`config.mk`:
```
export PLATFORM = sky130hd
export DESIGN_NAME = nibble_serial_adder
export DESIGN_NICKNAME = d
export VERILOG_FILES = /design/src/rtl/alu_pkg.sv /design/src/rtl/nibble_serial_adder_ksa.sv /design/src/rtl/nibble_serial_adder.sv
export SDC_FILE = /design/constraint.sdc
export NUM_CORES = 1
export LEC_CHECK = 0
export ABC_AREA = 1
export CAP_MARGIN = 40
export CORE_ASPECT_RATIO = 1.75
export CORE_MARGIN = 3
export CORE_UTILIZATION = 53
export CTS_CLUSTER_SIZE = 14
export DETAILED_ROUTE_END_ITERATION = 8
export PLACE_DENSITY = 0.83
export SLEW_MARGIN = 5
export SYNTH_ARGS = -nofsm -noshare
export SYNTH_HDL_FRONTEND = slang
export SYNTH_SLANG_ARGS = --single-unit
```
`constraint.sdc`:
```
create_clock -name clk -period 2.85 [get_ports clk]
set_input_delay 0.855 -clock clk [delete_from_list [all_inputs] [get_ports clk]]
set_output_delay 0.855 -clock clk [all_outputs]
set_load 0.01 [all_outputs]
```
`src/rtl/alu_pkg.sv`:
```
// Shared ALU definitions: nibble width, serial-adder FSM states and opcode encoding.
package alu_pkg;

   localparam int NIBBLE_W = 4;

   typedef enum logic [1:0] {
      IDLE = 2'd0,
      RUN  = 2'd1,
      DONE = 2'd2
   } state_e;

   localparam logic OP_ADD = 1'b0;
   localparam logic OP_SUB = 1'b1;

endpackage

```
`src/rtl/nibble_serial_adder_ksa.sv`:
```
// KSA_Adder: 4-bit Kogge-Stone adder with carry in/out, used one nibble per cycle.
module KSA_Adder (
   input  logic [3:0] a,
   input  logic [3:0] b,
   input  logic       cin,
   output logic [3:0] s,
   output logic       cout
);

   logic [3:0] g0, p0, g1, p1, g2, p2;
   logic [4:0] c;

   always_comb begin
      g0 = a & b;
      p0 = a ^ b;
      g1 = g0;
      p1 = p0;
      for (int i = 1; i < 4; i++) begin
         g1[i] = g0[i] | (p0[i] & g0[i-1]);
         p1[i] = p0[i] & p0[i-1];
      end
      g2 = g1;
      p2 = p1;
      for (int i = 2; i < 4; i++) begin
         g2[i] = g1[i] | (p1[i] & g1[i-2]);
         p2[i] = p1[i] & p1[i-2];
      end
      // Group terms span bits [i:0]; fold in cin to get the carry into bit i+1.
      c[0] = cin;
      for (int i = 0; i < 4; i++)
         c[i+1] = g2[i] | (p2[i] & cin);
      s    = p0 ^ c[3:0];
      cout = c[4];
   end

endmodule

```
`src/rtl/nibble_serial_adder.sv`:
```
// Multi-cycle add/subtract: one KSA_Adder nibble per clock, LSB nibble first,
// with valid/ready handshakes on both sides.
module nibble_serial_adder
   import alu_pkg::*;
#(
   parameter int WIDTH = 16
) (
   input  logic             clk,
   input  logic             rst_n,
   input  logic             in_valid,
   output logic             in_ready,
   input  logic [WIDTH-1:0] in_a,
   input  logic [WIDTH-1:0] in_b,
   input  logic             in_op,
   output logic             out_valid,
   input  logic             out_ready,
   output logic [WIDTH-1:0] out_sum,
   output logic             out_cout,
   output logic             out_ovf,
   output logic             out_zero
);

   localparam int N     = WIDTH / NIBBLE_W;
   localparam int IDX_W = $clog2(N);

   state_e           state_q, state_d;
   logic [IDX_W-1:0] idx_q, idx_d;
   logic             carry_q, carry_d;
   logic [WIDTH-1:0] a_q, a_d, b_q, b_d, sum_q, sum_d;
   logic             cout_q, cout_d, ovf_q, ovf_d, zero_q, zero_d;

   logic [NIBBLE_W-1:0] nib_a, nib_b, nib_s;
   logic                nib_c;
   logic                last;

   assign nib_a = a_q[idx_q*NIBBLE_W +: NIBBLE_W];
   assign nib_b = b_q[idx_q*NIBBLE_W +: NIBBLE_W];
   assign last  = (idx_q == IDX_W'(N-1));

   KSA_Adder u_ksa (
      .a    (nib_a),
      .b    (nib_b),
      .cin  (carry_q),
      .s    (nib_s),
      .cout (nib_c)
   );

   always_ff @(posedge clk or negedge rst_n) begin
      if (!rst_n) begin
         state_q <= IDLE;
         idx_q   <= '0;
         carry_q <= 1'b0;
         a_q     <= '0;
         b_q     <= '0;
         sum_q   <= '0;
         cout_q  <= 1'b0;
         ovf_q   <= 1'b0;
         zero_q  <= 1'b0;
      end else begin
         state_q <= state_d;
         idx_q   <= idx_d;
         carry_q <= carry_d;
         a_q     <= a_d;
         b_q     <= b_d;
         sum_q   <= sum_d;
         cout_q  <= cout_d;
         ovf_q   <= ovf_d;
         zero_q  <= zero_d;
      end
   end

   always_comb begin
      state_d = state_q;
      case (state_q)
         IDLE:    if (in_valid) state_d = RUN;
         RUN:     if (last)     state_d = DONE;
         DONE:    if (out_ready) state_d = IDLE;
         default: state_d = IDLE;
      endcase
   end

   always_comb begin
      idx_d   = idx_q;
      carry_d = carry_q;
      a_d     = a_q;
      b_d     = b_q;
      sum_d   = sum_q;
      cout_d  = cout_q;
      ovf_d   = ovf_q;
      zero_d  = zero_q;
      if (state_q == IDLE && in_valid) begin
         // Subtract as A + ~B + 1: the +1 rides in on the initial carry.
         a_d     = in_a;
         b_d     = (in_op == OP_SUB) ? ~in_b : in_b;
         carry_d = in_op;
         idx_d   = '0;
      end else if (state_q == RUN) begin
         sum_d[idx_q*NIBBLE_W +: NIBBLE_W] = nib_s;
         carry_d = nib_c;
         idx_d   = last ? idx_q : idx_q + 1'b1;
         if (last) begin
            cout_d = nib_c;
            ovf_d  = (a_q[WIDTH-1] == b_q[WIDTH-1]) & (nib_s[NIBBLE_W-1] != a_q[WIDTH-1]);
            zero_d = ~|sum_d;
         end
      end
   end

   always_comb begin
      in_ready  = (state_q == IDLE);
      out_valid = (state_q == DONE);
      out_sum   = out_valid ? sum_q : '0;
      out_cout  = out_valid & cout_q;
      out_ovf   = out_valid & ovf_q;
      out_zero  = out_valid & zero_q;
   end

endmodule

```
==> flow_metrics.env, run 1 <==
export IMPL_status="completed"
export IMPL_cts_htree_levels=2
export IMPL_holdPathEnd="b_q[1]"
export IMPL_rows=36
export IMPL_wl_per_cell_um=14.2
export IMPL_hold_ws_ns=0.488
export IMPL_synthXorXnorAreaFrac_pct=4.44
export IMPL_fillCellCount=495
export IMPL_drtIter0Drc=209
export IMPL_instances_no_fill=568
export IMPL_antenna_found_initial=0
export IMPL_coreArea_sq_um=5680
export IMPL_synth_compound_area_share_pct=11.8
export IMPL_first_global_vias=2948
export IMPL_area_growth_pct=27.4
export IMPL_clock_skew_ns=0.0129
export IMPL_crit_type="flip-flop to output pin"
export IMPL_max_freq_mhz=360
export IMPL_wirelength_mm=8.06
export IMPL_routabilityCongestion=1.03
export IMPL_first_pass_iters=5
export IMPL_syn_area_per_cell_sq_um=7.42
export IMPL_slowest_delay_ns=0.57
export IMPL_finalSetupViolCount=0
export IMPL_critical_path_endpoint_type="output pin"
export IMPL_cts_tree="done"
export IMPL_synth_seq_area_share_pct=44.4
export IMPL_viasPerCell=5.17
export IMPL_place_area_sq_um=3820
export IMPL_synthMuxAreaShare_pct=0
export IMPL_postSynthNetCount=474
export IMPL_cts_hold_buf=0
export IMPL_synth_cell_types=25
export IMPL_initial_core_util_pct=55.7
export IMPL_start_kind="flip-flop"
export IMPL_finish_instance_area_sq_um=4030
export IMPL_synth_top_family_by_area="simple AND/OR/NAND/NOR gates"
export IMPL_path_cells="inv_1 -> nor2_4 -> clkinvlp_4 -> nor2_1 -> clkdlybuf4s50_1"
export IMPL_power_leakage_nw=2.15
export IMPL_required_ns=2.00
export IMPL_numCtsBuffers=5
export IMPL_crit_arrival_ns=1.92
export IMPL_place_inst=551
export IMPL_synth_area_sq_um=3160
export IMPL_vias=2939
export IMPL_synth_adder_area_share_pct=4.59
export IMPL_synth_top_area_cell="dfrtp_1"
export IMPL_syn_inst=426
export IMPL_clock_sinks=56
export IMPL_clkTransAtPathRegs_ns=0.10
export IMPL_synth_top_area_share_pct=44.4
export IMPL_yosysWarnings=0
export IMPL_n_antenna_cell=0
export IMPL_die_w_um=64.4
export IMPL_clk_insertion_delay_late_ns=0.31
export IMPL_maxCapViolCount=0
export IMPL_reg2regPathDepth=13
export IMPL_ys_top_cells_by_area="dfrtp_1 (44%), nand2_1 (15%), o21ai_0 (8.6%), nor2_1 (7.2%), xnor2_1 (4.4%)"
export IMPL_crit_fanout=5
export IMPL_critPathBufInv=3
export IMPL_layout_min_cycle_time_ns=2.78
export IMPL_synth_simple_area_share_pct=27.2
export IMPL_ys_seq_elements=56
export IMPL_r2r_slack_ns=0.39
export IMPL_grtUsageTotal_pct=24.0
export IMPL_grt_overflow_total=0
export IMPL_hpwl_mm=6.01
export IMPL_power_density_nw_per_um2=1070
export IMPL_holdPathStages=2
export IMPL_drive_above_1_share_pct=8.13
export IMPL_worstMarginPinSlew_ns=0.463
export IMPL_grt_pass1_wl_mm=13.0
export IMPL_grt_max_degree=57
export IMPL_r2r_start="idx_q[0]"
export IMPL_timing_rr_end="zero_q"
export IMPL_slew_viol_final=0
export IMPL_cp_top_family="buffers and inverters"
export IMPL_min_from="b_q[1]"
export IMPL_finalNetCount=540
export IMPL_hold_path_class="flip-flop to flip-flop"
export IMPL_ioPinCount=58
export IMPL_drc=0
export IMPL_ant_nets=0
export IMPL_port_buffers=57
export IMPL_crit_slowest_cell="clkdlybuf4s50_1"
export IMPL_cts_root_buffer_cell="clkbuf_8"
export IMPL_power_w=0.00432
export IMPL_relSlewSlack_pct=68.9
export IMPL_post_route_period_util_pct=97.5
export IMPL_hold_viol_final=0
export IMPL_vdd_ir_drop_max_mv=0.639
export IMPL_dieArea_sq_um=6960
export IMPL_clockBufferDepth=2
export IMPL_die_y_um=108
-- how the worst max path moves through the flow --
stage                           from         end  depth (start not counted)
after detailed placement  state_q[0]  out_sum[3]                          4
after floorplan             idx_q[0]      zero_q                         15
after global placement      idx_q[0]      zero_q                         13
after CTS                 state_q[1]  out_sum[3]                          5
final                     state_q[1]    out_cout                          5
after global routing      state_q[1]    out_cout                          5
-- timing repair --
action                     4_1_cts  5_1_grt
buffers inserted                 0        8
gates resized for setup          0       21
setup endpoints to repair        0       19
-- synth_stat cells (all sizes together) --
| master | instances |
|---|---|
| or2 | 2 |
| clkbuf | 11 |
| a21oi | 3 |
| nand4 | 5 |
| a211oi | 1 |
| inv | 41 |
| dfrtp | 56 |
| nand2 | 132 |
| ha | 10 |
| fa | 1 |
| nor2 | 62 |
| nand3 | 11 |
| o22ai | 10 |
| o21ai | 57 |
| buf | 6 |
| xnor2 | 16 |
| clkinv | 2 |
-- layout by cell type (no fill, tap or decap), drive strengths merged, types with 11 or more instances in the layout --
| cell | instances |
|---|---|
| buf | 18 |
| clkdlybuf4s50 | 40 |
| dfrtp | 56 |
| dlymetal6s2s | 16 |
| inv | 40 |
| nand2 | 132 |
| nand3 | 11 |
| nor2 | 62 |
| o21ai | 57 |
| xnor2 | 16 |
-- cell families (layout without fill, tap and decap cells) --
kind of cell | after synthesis | count (layout)
AND/OR/NAND/NOR | 212 | 212
AO/OA/AOI/OAI | 71 | 71
buffers and inverters | 60 | 126
flip-flops | 56 | 56
XOR/XNOR | 16 | 16
adder cells (fa/ha/maj) | 11 | 11
-- flip-flops by register name (all words and copies together) (netlist names) --
register  flops
b_q          16
sum_q        16
carry_q       1
state_q       2
a_q          16
zero_q        1
ovf_q         1
idx_q         2
cout_q        1
-- worst register-to-register path: cells and delay by family (launching register included) --
kind                       cells  cell delay [ns]
AOI/OAI and AO/OA              3             0.47
adders and majority gates      1             0.35
DFF                            1             0.51
and+or+nand+nor                8             0.88
buffers and inverters          1             0.17
-- final cells by class --
class	count	area [sq um]	share of cell area, %
clock buffer	6	72.6	1.80
tap	76	95.1	2.36
timing repair buffer	74	746	18.5
inverter	43	165	4.10
sequential	56	1400	34.8
clock inverter	1	5.00	0.124
multi-input combinational	310	1530	37.9
timing repair inverter	2	15.0	0.373
-- metrics by stage --
step | util, % | setup TNS [ns] | setup WS (ns)
floorplan | - | 0 | 0.360
global placement | 67.4 | 0 | 0.459
detailed placement | 67.4 | 0 | 0.420
CTS | 68.7 | 0 | 0.0718
global route | 70.9 | -0.0235 | -0.0146
finish | 70.9 | 0 | 0.0725
-- metal layers --
metal	global-route usage (%)	vias to the layer above	part of all wire (%)	routed length, um
li1	-	1464	-	-
met1	25.0	1368	36	2920
met2	47.6	80	57	4630
met3	2.91	27	2.9	237
met4	8.93	0	3.4	277
met5	0	-	0	0
-- report_power, final --
group | switching [W] | total, W | internal (W)
Clock | 0.000246 | 0.000414 | 0.000168
Combinational | 0.00164 | 0.00254 | 0.000903
Sequential | 0.000239 | 0.00137 | 0.00113
Total | 0.00212 | 0.00432 | 0.00220
(Power assumes the default switching activity.)
==> inputs of run 2 (changes only) <==
- SLEW_MARGIN: 5 -> 20
==> results of run 2 <==
Final layout, timing and power as in run 1 (identical DEF).
==> patch, RTL diff (settings of run 2) <==
Change the parameter `WIDTH` from 16 to 32.
--- a/src/rtl/nibble_serial_adder.sv
+++ b/src/rtl/nibble_serial_adder.sv
@@ -4,5 +4,5 @@
    import alu_pkg::*;
 #(
-   parameter int WIDTH = 16
+   parameter int WIDTH = 32
 ) (
    input  logic             clk,
Interface: changed (resized in_a, in_b and out_sum); port bits go from 58 to 106. No check against the original RTL was run, so the function may have changed too.
==> patch against run 2 <==
- the flow now finishes with violations (negative setup slack)
- sequential cell count is 49 higher
- setup slack worse by 0.12 ns
- design area is 94% higher
- routed wire length is 110% higher
- synthesized area is 88% higher
- hold slack worse by 0.099 ns
- critical path depth is 13 higher
- total power is 130% higher
- critical path type is now register to register
- largest cell class unchanged
==> patch: results (changes against run 2) <==
\begin{tabular}{lr}
\hline
Metric & Value \\
\hline
\multicolumn{2}{l}{\textbf{Run status}} \\
\quad Status & finished with violations \\
\quad Failing checks & negative setup slack \\
\multicolumn{2}{l}{\textbf{Power and ir drop}} \\
\quad Peak ir drop on the vdd network & 0.000806 V (+26\%) \\
\quad Sw Ratio & 0.485 (-0.00599) \\
\quad Clock network power & 1240 uW (+200\%) \\
\multicolumn{2}{l}{\textbf{Timing}} \\
\quad Worst clock skew & 0.00863 ns (-0.00430 ns) \\
\quad Final Worst Setup Slack & -0.0435 ns (-0.116 ns) \\
\quad Number of setup violations in the final report & 1 (+1) \\
\multicolumn{2}{l}{\textbf{Placement}} \\
\quad Detail Placement HPWL & 13,000 um (+120\%) \\
\quad Count of buffers from port buffering & 105 (+84\%) \\
\multicolumn{2}{l}{\textbf{Clocking}} \\
\quad Clock network latency to the later pin of the worst-skew pair & 0.35 ns (+0.04 ns) \\
\quad Cts bufs inserted & 9 (+4) \\
\quad Clk sinks & 105 (+88\%) \\
\quad Count of H-tree levels built during CTS & 3 (+1) \\
\multicolumn{2}{l}{\textbf{Route}} \\
\quad Met3 WL & 571 um (+140\%) \\
\multicolumn{2}{l}{\textbf{Layout}} \\
\quad Number of buffers other than clock buffers in the final layout & 144 (+95\%) \\
\quad Top Registers & a\_q: 32 flops, b\_q: 32 flops, sum\_q: 32 flops \\
\quad Sequential Area & 2630 um2 (+88\%) \\
\quad Relative area of clock buffers and inverters in the final design & 0.0386 (+0.0194) \\
\quad Clk\_buf instances & 12 (+6) \\
\multicolumn{2}{l}{\textbf{Synthesis}} \\
\quad Most used standard cells in the synthesized netlist & sky130\_fd\_sc\_hd\_\_nand2\_1, sky130\_fd\_sc\_hd\_\_nor2\_1, sky130\_fd\_sc\_hd\_\_o21ai\_0, sky130\_fd\_sc\_hd\_\_dfrtp\_1, sky130\_fd\_sc\_hd\_\_inv\_1 \\
\quad Unique masters post-synth & 29 (+16\%) \\
\quad Area of the mapped netlist & 5920 um2 (+88\%) \\
\multicolumn{2}{l}{\textbf{Worst setup path}} \\
\quad Kind of cell adding the most delay to the critical path & simple AND/OR/NAND/NOR gates \\
\multicolumn{2}{l}{\textbf{GRT}} \\
\quad First-pass GRT wire length & 27,700 um (+110\%) \\
\quad Via count of the first global-routing pass & 5,760 (+95\%) \\
\quad Largest net degree at the start of global routing & 47 (-18\%) \\
\hline
\end{tabular}
==> patch: kinds of logic after synthesis <==
group | share of synthesized area
simple gates | 0.295
compound gates | 0.118
flops | 0.444
buf+inv | 0.0688
xor+xnor | 0.0473
fa+ha+maj | 0.0266
==> patch: path summary, 6_finish.rpt <==
kind                                 to  slack, ns  cells after the start
max in group asynchronous       a_q[17]       1.86                      2
min in group clk                 b_q[6]       0.48                      2
worst max register to register   zero_q      -0.04                     18
worst min register to register   b_q[6]       0.48                      2
worst max-delay path             zero_q      -0.04                     18
worst min-delay path            b_q[14]       0.39                      1
==> patch: timing repair <==
action	in CTS	in global routing
buffers inserted	2	1
gates cloned	0	1
endpoints found under the hold margin	0	0
resized for setup	17	46
hold buffers	0	0
setup endpoints to repair	2	47
pin swaps	3	15
==> patch: routing by layer <==
metal / vias up / track usage
met5: - / 0
met4: 0 / 0.180
met3: 71 / 0.0249
met2: 179 / 0.522
met1: 2630 / 0.293
li1: 2815 / -
